### config.mk
export PLATFORM = sky130hd
export DESIGN_NAME = rilib_io_ring_seq
export DESIGN_NICKNAME = d
export VERILOG_FILES = /design/src/rtl/rilib_io_ring_seq.sv
export SDC_FILE = /design/constraint.sdc
export NUM_CORES = 1
export LEC_CHECK = 0
export CAP_MARGIN = 20
export CORE_MARGIN = 2
export CORE_UTILIZATION = 55
export DETAILED_ROUTE_END_ITERATION = 6
export PLACE_DENSITY = 0.82
export SLEW_MARGIN = 20
export SYNTH_ARGS = -nofsm -noshare
export SYNTH_HDL_FRONTEND = slang
export SYNTH_SLANG_ARGS = --single-unit
### constraint.sdc
create_clock -name clk -period 1.9 [get_ports clk]
set_input_delay 0.19 -clock clk [delete_from_list [all_inputs] [get_ports clk]]
set_output_delay 0.19 -clock clk [all_outputs]
set_load 0.02 [all_outputs]
### src/rtl/rilib_io_ring_seq.sv
// rilib_io_ring_seq -- IO ring power-up / power-down sequencer.
// Watches the IO-supply level-detect flag and, once VDDIO has been stable
// for a debounce window, releases ring isolation and enables the IO banks
// one at a time. A software request walks the banks back down in reverse
// order. Loss of supply after isolation release forces the ring safe at once
// and latches a sticky error.
// Build option: define RIIO_RING_SEQ_FAST_SIM_EN to shorten the debounce and
// step intervals to 2 cycles for gate-level / top-level simulation.
module rilib_io_ring_seq #(
  parameter int NBANK    = 4,
  parameter int DEB_CYC  = 16,
  parameter int STEP_CYC = 8
) (
  input  logic             clk,
  input  logic             rst_n,
  input  logic             vddio_ok_i,
  input  logic             sw_req_i,
  output logic             pad_iso_o,
  output logic [NBANK-1:0] pad_oe_en_o,
  output logic             ring_ready_o,
  output logic             seq_err_o
);

`ifdef RIIO_RING_SEQ_FAST_SIM_EN
  localparam int DebEff  = 2;
  localparam int StepEff = 2;
`else
  localparam int DebEff  = DEB_CYC;
  localparam int StepEff = STEP_CYC;
`endif

  localparam int CntMax = (DebEff > StepEff) ? DebEff : StepEff;
  localparam int CW     = $clog2(CntMax);
  localparam int IW     = $clog2(NBANK) + 1;

  localparam logic [CW-1:0] DebLast  = CW'(DebEff - 1);
  localparam logic [CW-1:0] StepLast = CW'(StepEff - 1);
  localparam logic [IW-1:0] IdxLast  = IW'(NBANK - 1);
  localparam logic [IW-1:0] IdxZero  = '0;

  typedef enum logic [2:0] {
    ST_OFF,
    ST_DEBOUNCE,
    ST_ISO_REL,
    ST_BANK_EN,
    ST_READY,
    ST_SHUTDOWN
  } state_e;

  logic [1:0]       sync_q;
  logic             sw_q;
  state_e           state_q;
  logic [CW-1:0]    cnt_q;
  logic [IW-1:0]    idx_q;
  logic             iso_q;
  logic [NBANK-1:0] oe_q;
  logic             ready_q;
  logic             err_q;

  logic ok_s;
  logic supply_lost;
  logic deb_done;
  logic step_done;

  assign ok_s      = sync_q[1];
  assign deb_done  = (cnt_q == DebLast);
  assign step_done = (cnt_q == StepLast);

  // Supply loss only matters once isolation has been (or is being) released.
  assign supply_lost = !ok_s && (state_q inside {ST_ISO_REL, ST_BANK_EN, ST_READY, ST_SHUTDOWN});

  // Two-flop synchronizer for the asynchronous level-detect flag, plus a
  // registered copy of the software request.
  always_ff @(posedge clk) begin
    if (!rst_n) begin
      sync_q <= 2'b00;
      sw_q   <= 1'b0;
    end else begin
      sync_q <= {sync_q[0], vddio_ok_i};
      sw_q   <= sw_req_i;
    end
  end

  // Sequencer: state, step counters and all ring controls, updated together.
  // Bank enables stay thermometer-coded, so stepping up is a shift-in of a 1
  // and stepping down is a right shift.
  always_ff @(posedge clk) begin
    if (!rst_n) begin
      state_q <= ST_OFF;
      cnt_q   <= '0;
      idx_q   <= '0;
      iso_q   <= 1'b1;
      oe_q    <= '0;
      ready_q <= 1'b0;
      err_q   <= 1'b0;
    end else if (supply_lost) begin
      state_q <= ST_OFF;
      cnt_q   <= '0;
      idx_q   <= '0;
      iso_q   <= 1'b1;
      oe_q    <= '0;
      ready_q <= 1'b0;
      err_q   <= 1'b1;
    end else begin
      case (state_q)
        ST_OFF: begin
          if (ok_s && !sw_q) begin
            state_q <= ST_DEBOUNCE;
            cnt_q   <= '0;
          end
        end
        ST_DEBOUNCE: begin
          if (!ok_s) begin
            state_q <= ST_OFF;
            cnt_q   <= '0;
          end else if (deb_done) begin
            state_q <= ST_ISO_REL;
            cnt_q   <= '0;
            iso_q   <= 1'b0;
          end else begin
            cnt_q <= cnt_q + CW'(1);
          end
        end
        ST_ISO_REL: begin
          if (step_done) begin
            state_q <= ST_BANK_EN;
            cnt_q   <= '0;
            idx_q   <= '0;
            oe_q    <= NBANK'(1);
          end else begin
            cnt_q <= cnt_q + CW'(1);
          end
        end
        ST_BANK_EN: begin
          if (step_done) begin
            cnt_q <= '0;
            if (idx_q == IdxLast) begin
              state_q <= ST_READY;
              ready_q <= 1'b1;
            end else begin
              oe_q  <= (oe_q << 1) | NBANK'(1);
              idx_q <= idx_q + IW'(1);
            end
          end else begin
            cnt_q <= cnt_q + CW'(1);
          end
        end
        ST_READY: begin
          if (sw_q) begin
            state_q <= ST_SHUTDOWN;
            cnt_q   <= '0;
            idx_q   <= IdxLast;
            ready_q <= 1'b0;
            oe_q    <= oe_q >> 1;
          end
        end
        ST_SHUTDOWN: begin
          if (step_done) begin
            cnt_q <= '0;
            if (idx_q == IdxZero) begin
              state_q <= ST_OFF;
              iso_q   <= 1'b1;
            end else begin
              oe_q  <= oe_q >> 1;
              idx_q <= idx_q - IW'(1);
            end
          end else begin
            cnt_q <= cnt_q + CW'(1);
          end
        end
        default: begin
          state_q <= ST_OFF;
          cnt_q   <= '0;
          idx_q   <= '0;
          iso_q   <= 1'b1;
          oe_q    <= '0;
          ready_q <= 1'b0;
        end
      endcase
    end
  end

  assign pad_iso_o    = iso_q;
  assign pad_oe_en_o  = oe_q;
  assign ring_ready_o = ready_q;
  assign seq_err_o    = err_q;

endmodule

==> run summary, run 1 <==
The flow ran to the end, and the final reports show no timing, DRC or antenna violations. The critical path in this run is classified as flop to flop. Along the worst path, the maximum fanout reaches 9. The first-pass GRT wire length came out at 4800 um.

STA classifies the critical path startpoint as a flop. The post-synthesis share of cell area spent on xor and xnor gates is 2.74%. The number of antenna-violating nets in the routed design came out at 0. The multiplexer share of the synthesized area came out at 3.13%. During synthesis, Yosys emitted a total of 0 warnings. After detailed routing, the number of remaining DRC violations is 0. The arrival time of data at the critical path endpoint came out at 1970 ps. The chip height is 52.2 um. The synthesized design devotes to its leading area cell type 31.3% of total area. Entering global routing, the biggest net connects 26 pins. The transition time of the tightest slew-check pin came out at 450 ps. The final instance count without filler cells is 187. The floorplan die area is 2730 um^2. Synthesis handed over a netlist of 151 instances.

The initial antenna violation count came out at 0. The level count of the clock H-tree came out at 1. The clock tree buffer depth came out at 2. The top-level port count is 11. The number of max-slew violations in the final report is 0.

The max-capacitance violation count is 0. The final critical delay including setup and external delays came out at 1750 ps. The headroom to the max-slew limit came out at 70.0%. Across the VDD grid, the largest voltage drop is 0.440 mV. The average routed wire per standard cell came out at 15.0 um. Cell internal power was estimated by the tool at 569 uW. The die boundary width is 52.2 um. For this run, the top clock speed supported by timing is 0.571 GHz. The met1 wire length is 1320 um. The register clock-pin slew on the reported worst setup and hold paths came out at 120 ps. The share of synthesized cell area in and, or, nand and nor gates came out at 29.7%.

By area, the combinational part of the netlist is dominated by simple AND/OR/NAND/NOR gates. In this run, flip-flops and latches consume 57.4% of the power. The average cell area after synthesis came out at 8.47 um^2.

In this design, the stage delay of the slowest critical-path cell is 410 ps. In the post-synthesis netlist, the biggest area contributors are dfxtp_1 (31%), nand2_1 (5.3%), and4b_1 (4.7%), a21oi_1 (3.5%), mux2i_1 (3.1%). The slowest cell on the critical path is dfxtp_1. The layout has 190 filler cells. The commonest cells after synthesis are dfxtp_1 (20), nand2_1 (18), a21oi_1 (9).

At the end of routability-driven placement, the weighted congestion stood at 0.841. The post-synthesis net count is 157. The number of global-route vias before repair is 1,146. TritonCTS built the clock tree. The worst path uses 92.2% of the clock period. The final hold violation count is 0. The number of rows created at floorplan came out at 17. Setup repair after global routing left no endpoint under its margin.

The total of endpoints with negative setup slack in the final report is 0. The synthesis-to-finish area growth is 12.0%. The multi-input combinational cell area is 800 um^2.

Yosys mapped the design onto 47 distinct sky130hd cell types. In the detailed route, the total length drawn on met2 is 1250 um. Net switching is 24.3% of the power. The total congestion overflow came out at 0. The fraction of registers with async set/reset is 0%. The power density of the placed cells came out at 524 nW/um^2.

The clock reaches the later pin of the worst-skew pair after 320 ps. The CTS buffer count is 3. The signal on the critical path passes through ha_1 -> and4b_1 -> o21ai_1 -> a21o_2 -> a31o_1. The most common cell in the synthesized netlist is dfxtp_1. The global-route usage over all layers came out at 23.6%. The detailed-routed wire length on met3 is 174 um. The worst hold margin is 441 ps. Once the floorplan was initialized, standard cells occupied 57.8% of the core.

The highest routing layer actually used is met4. The standard cell area after detailed placement is 1400 um^2. The register area came out at 400 um^2. CTS placed an instance of clkbuf_4 at the clock tree root. Of the total power, combinational logic draws 8.3%. 0 antenna diodes ended up in the layout. The total net switching power is 182 uW.

The static leakage is 0.549 nW. The number of clock sinks seen by CTS came out at 20. The DRC violation total after the first TritonRoute iteration is 51. At the end of the flow, the number of nets in the layout was 166. The detailed-route vias per instance came out at 6.26. The post-synthesis instance area is 1280 um^2. The detailed-placement wirelength estimate came out at 1970 um.

The total of hold buffers inserted after clock tree synthesis is 0. The length of the first detailed-routing pass in iterations is 4. The number of buffer cells added on primary ports came out at 10.

The cell count after placement is 183. The synthesized netlist devotes 24.9% of its cell area to compound gates. After routing the design area is 1430 um^2.

The share of final-layout standard cells stronger than drive strength 1 is 12.6%. The sum of routed wire length over all layers is 2800 um. The buffer count from post-CTS setup fixing came out at 0. The share of the yosys chip area belonging to registers is 31.3%. The worst setup skew after layout came out at 10.1 ps. The routed layout has 1,171 vias.

The floorplan step defined a core boundary enclosing 2210 um^2. The clock network is responsible for 34.2% of the overall power. The class of the most critical hold timing path is input pin to flop. Summed over all instances, the cell type with the most area after synthesis is dfxtp_1. The number of enable flip-flop cells after synthesis is 0.

STA classifies the critical path endpoint as a flop. After synthesis the netlist holds a flip-flop and latch count of 20. Once the clock tree was built, the resizer swapped 0 gates to a different size. The required arrival time at the worst endpoint came out at 2120 ps.

Among all flip-flop cells after synthesis, the most frequent one is dfxtp_1. Summing the areas of all fa, ha and maj instances in the mapped netlist gives 1.96% of the synthesized area. In the final timing run, aggregate negative setup slack is 0 ps.
## path summary, 6_finish.rpt
check / startpoint / end / slack, ps / cells past startpoint
worst max-delay path: cnt_q[0]$_SDFFE_PP0P_ / pad_oe_en_o[1]$_SDFFE_PP0P_ / 150 / 5
worst min-delay path: vddio_ok_i / sync_q[0]$_SDFF_PN0_ / 440 / 2
worst max register to register: cnt_q[0]$_SDFFE_PP0P_ / pad_oe_en_o[1]$_SDFFE_PP0P_ / 150 / 5
worst min register to register: sync_q[0]$_SDFF_PN0_ / sync_q[1]$_SDFF_PN0_ / 450 / 1
## state kept, by name (all words and copies together), names as in the netlist
register,flops
idx_q,3
ring_ready_o,1
sw_q,1
seq_err_o,1
cnt_q,4
pad_oe_en_o,4
pad_iso_o,1
state_q,3
sync_q,2
## kinds of logic (layout without fill, tap and decap cells)
kind of cell,Yosys count,count (layout)
and+or+nand+nor,64,64
DFF,20,20
adders and majority gates,2,2
muxes,4,4
buffers and inverters,13,21
AOI/OAI and AO/OA,44,44
xor gates and xnor gates,4,4
## routing by layer
metal / track usage [%] / vias to the layer above
met5: 0 / -
met4: 11.5 / 0
met3: 4.57 / 7
met2: 36.3 / 48
met1: 31.6 / 543
li1: - / 573
## through the flow
step           util (%)  total power [mW]  worst slack, ps
2_1_floorplan         -             0.479              166
3_3_place_gp       63.1             0.500              210
3_5_place_dp       63.1             0.502              113
4_1_cts            64.7             0.754             71.9
5_1_grt            64.8             0.776             27.6
6_report           64.8             0.751              148
## critical path, delay by kind of cell (launching register included)
| family | cells | cell delay (ps) |
|---|---|---|
| adders and majority gates | 1 | 320 |
| and+or+nand+nor | 1 | 250 |
| AOI/OAI and AO/OA | 3 | 660 |
| DFF | 1 | 410 |
## power by group through the flow
| stage | Clock [mW] | Combinational (mW) | Sequential [mW] |
|---|---|---|---|
| finish | 0.257 | 0.0627 | 0.432 |
| global route | 0.275 | 0.0689 | 0.432 |
| CTS | 0.262 | 0.0615 | 0.431 |
| detailed placement | 0 | 0.0611 | 0.441 |
| global placement | 0 | 0.0597 | 0.440 |
| floorplan | 0 | 0.0384 | 0.440 |
## cell type report
| cell class | count | area share (%) |
|---|---|---|
| repair buffers | 16 | 11.0 |
| inverters | 1 | 0.262 |
| clock buffers | 4 | 2.53 |
| multi-input cells | 118 | 55.8 |
| well taps | 28 | 2.45 |
| flip-flops and latches | 20 | 27.9 |
## placed cells by master, fill, tap and decap left out, drive strengths merged, types with 5 or more instances in the layout
cell type	n
buf	6
and2	5
o21ai	10
o21a	5
nand2	18
nor2	6
and4b	6
a211oi	6
a21oi	9
clkdlybuf4s50	10
dfxtp	20
Note: power is estimated with default switching activity, not from simulation.
==> run 2: changes to the inputs <==
Settings changed: ABC_AREA set to 0, GPL_ROUTABILITY_DRIVEN set to 0.
==> results of run 2 <==
No change in the layout: final DEF, timing and power equal those of run 1.
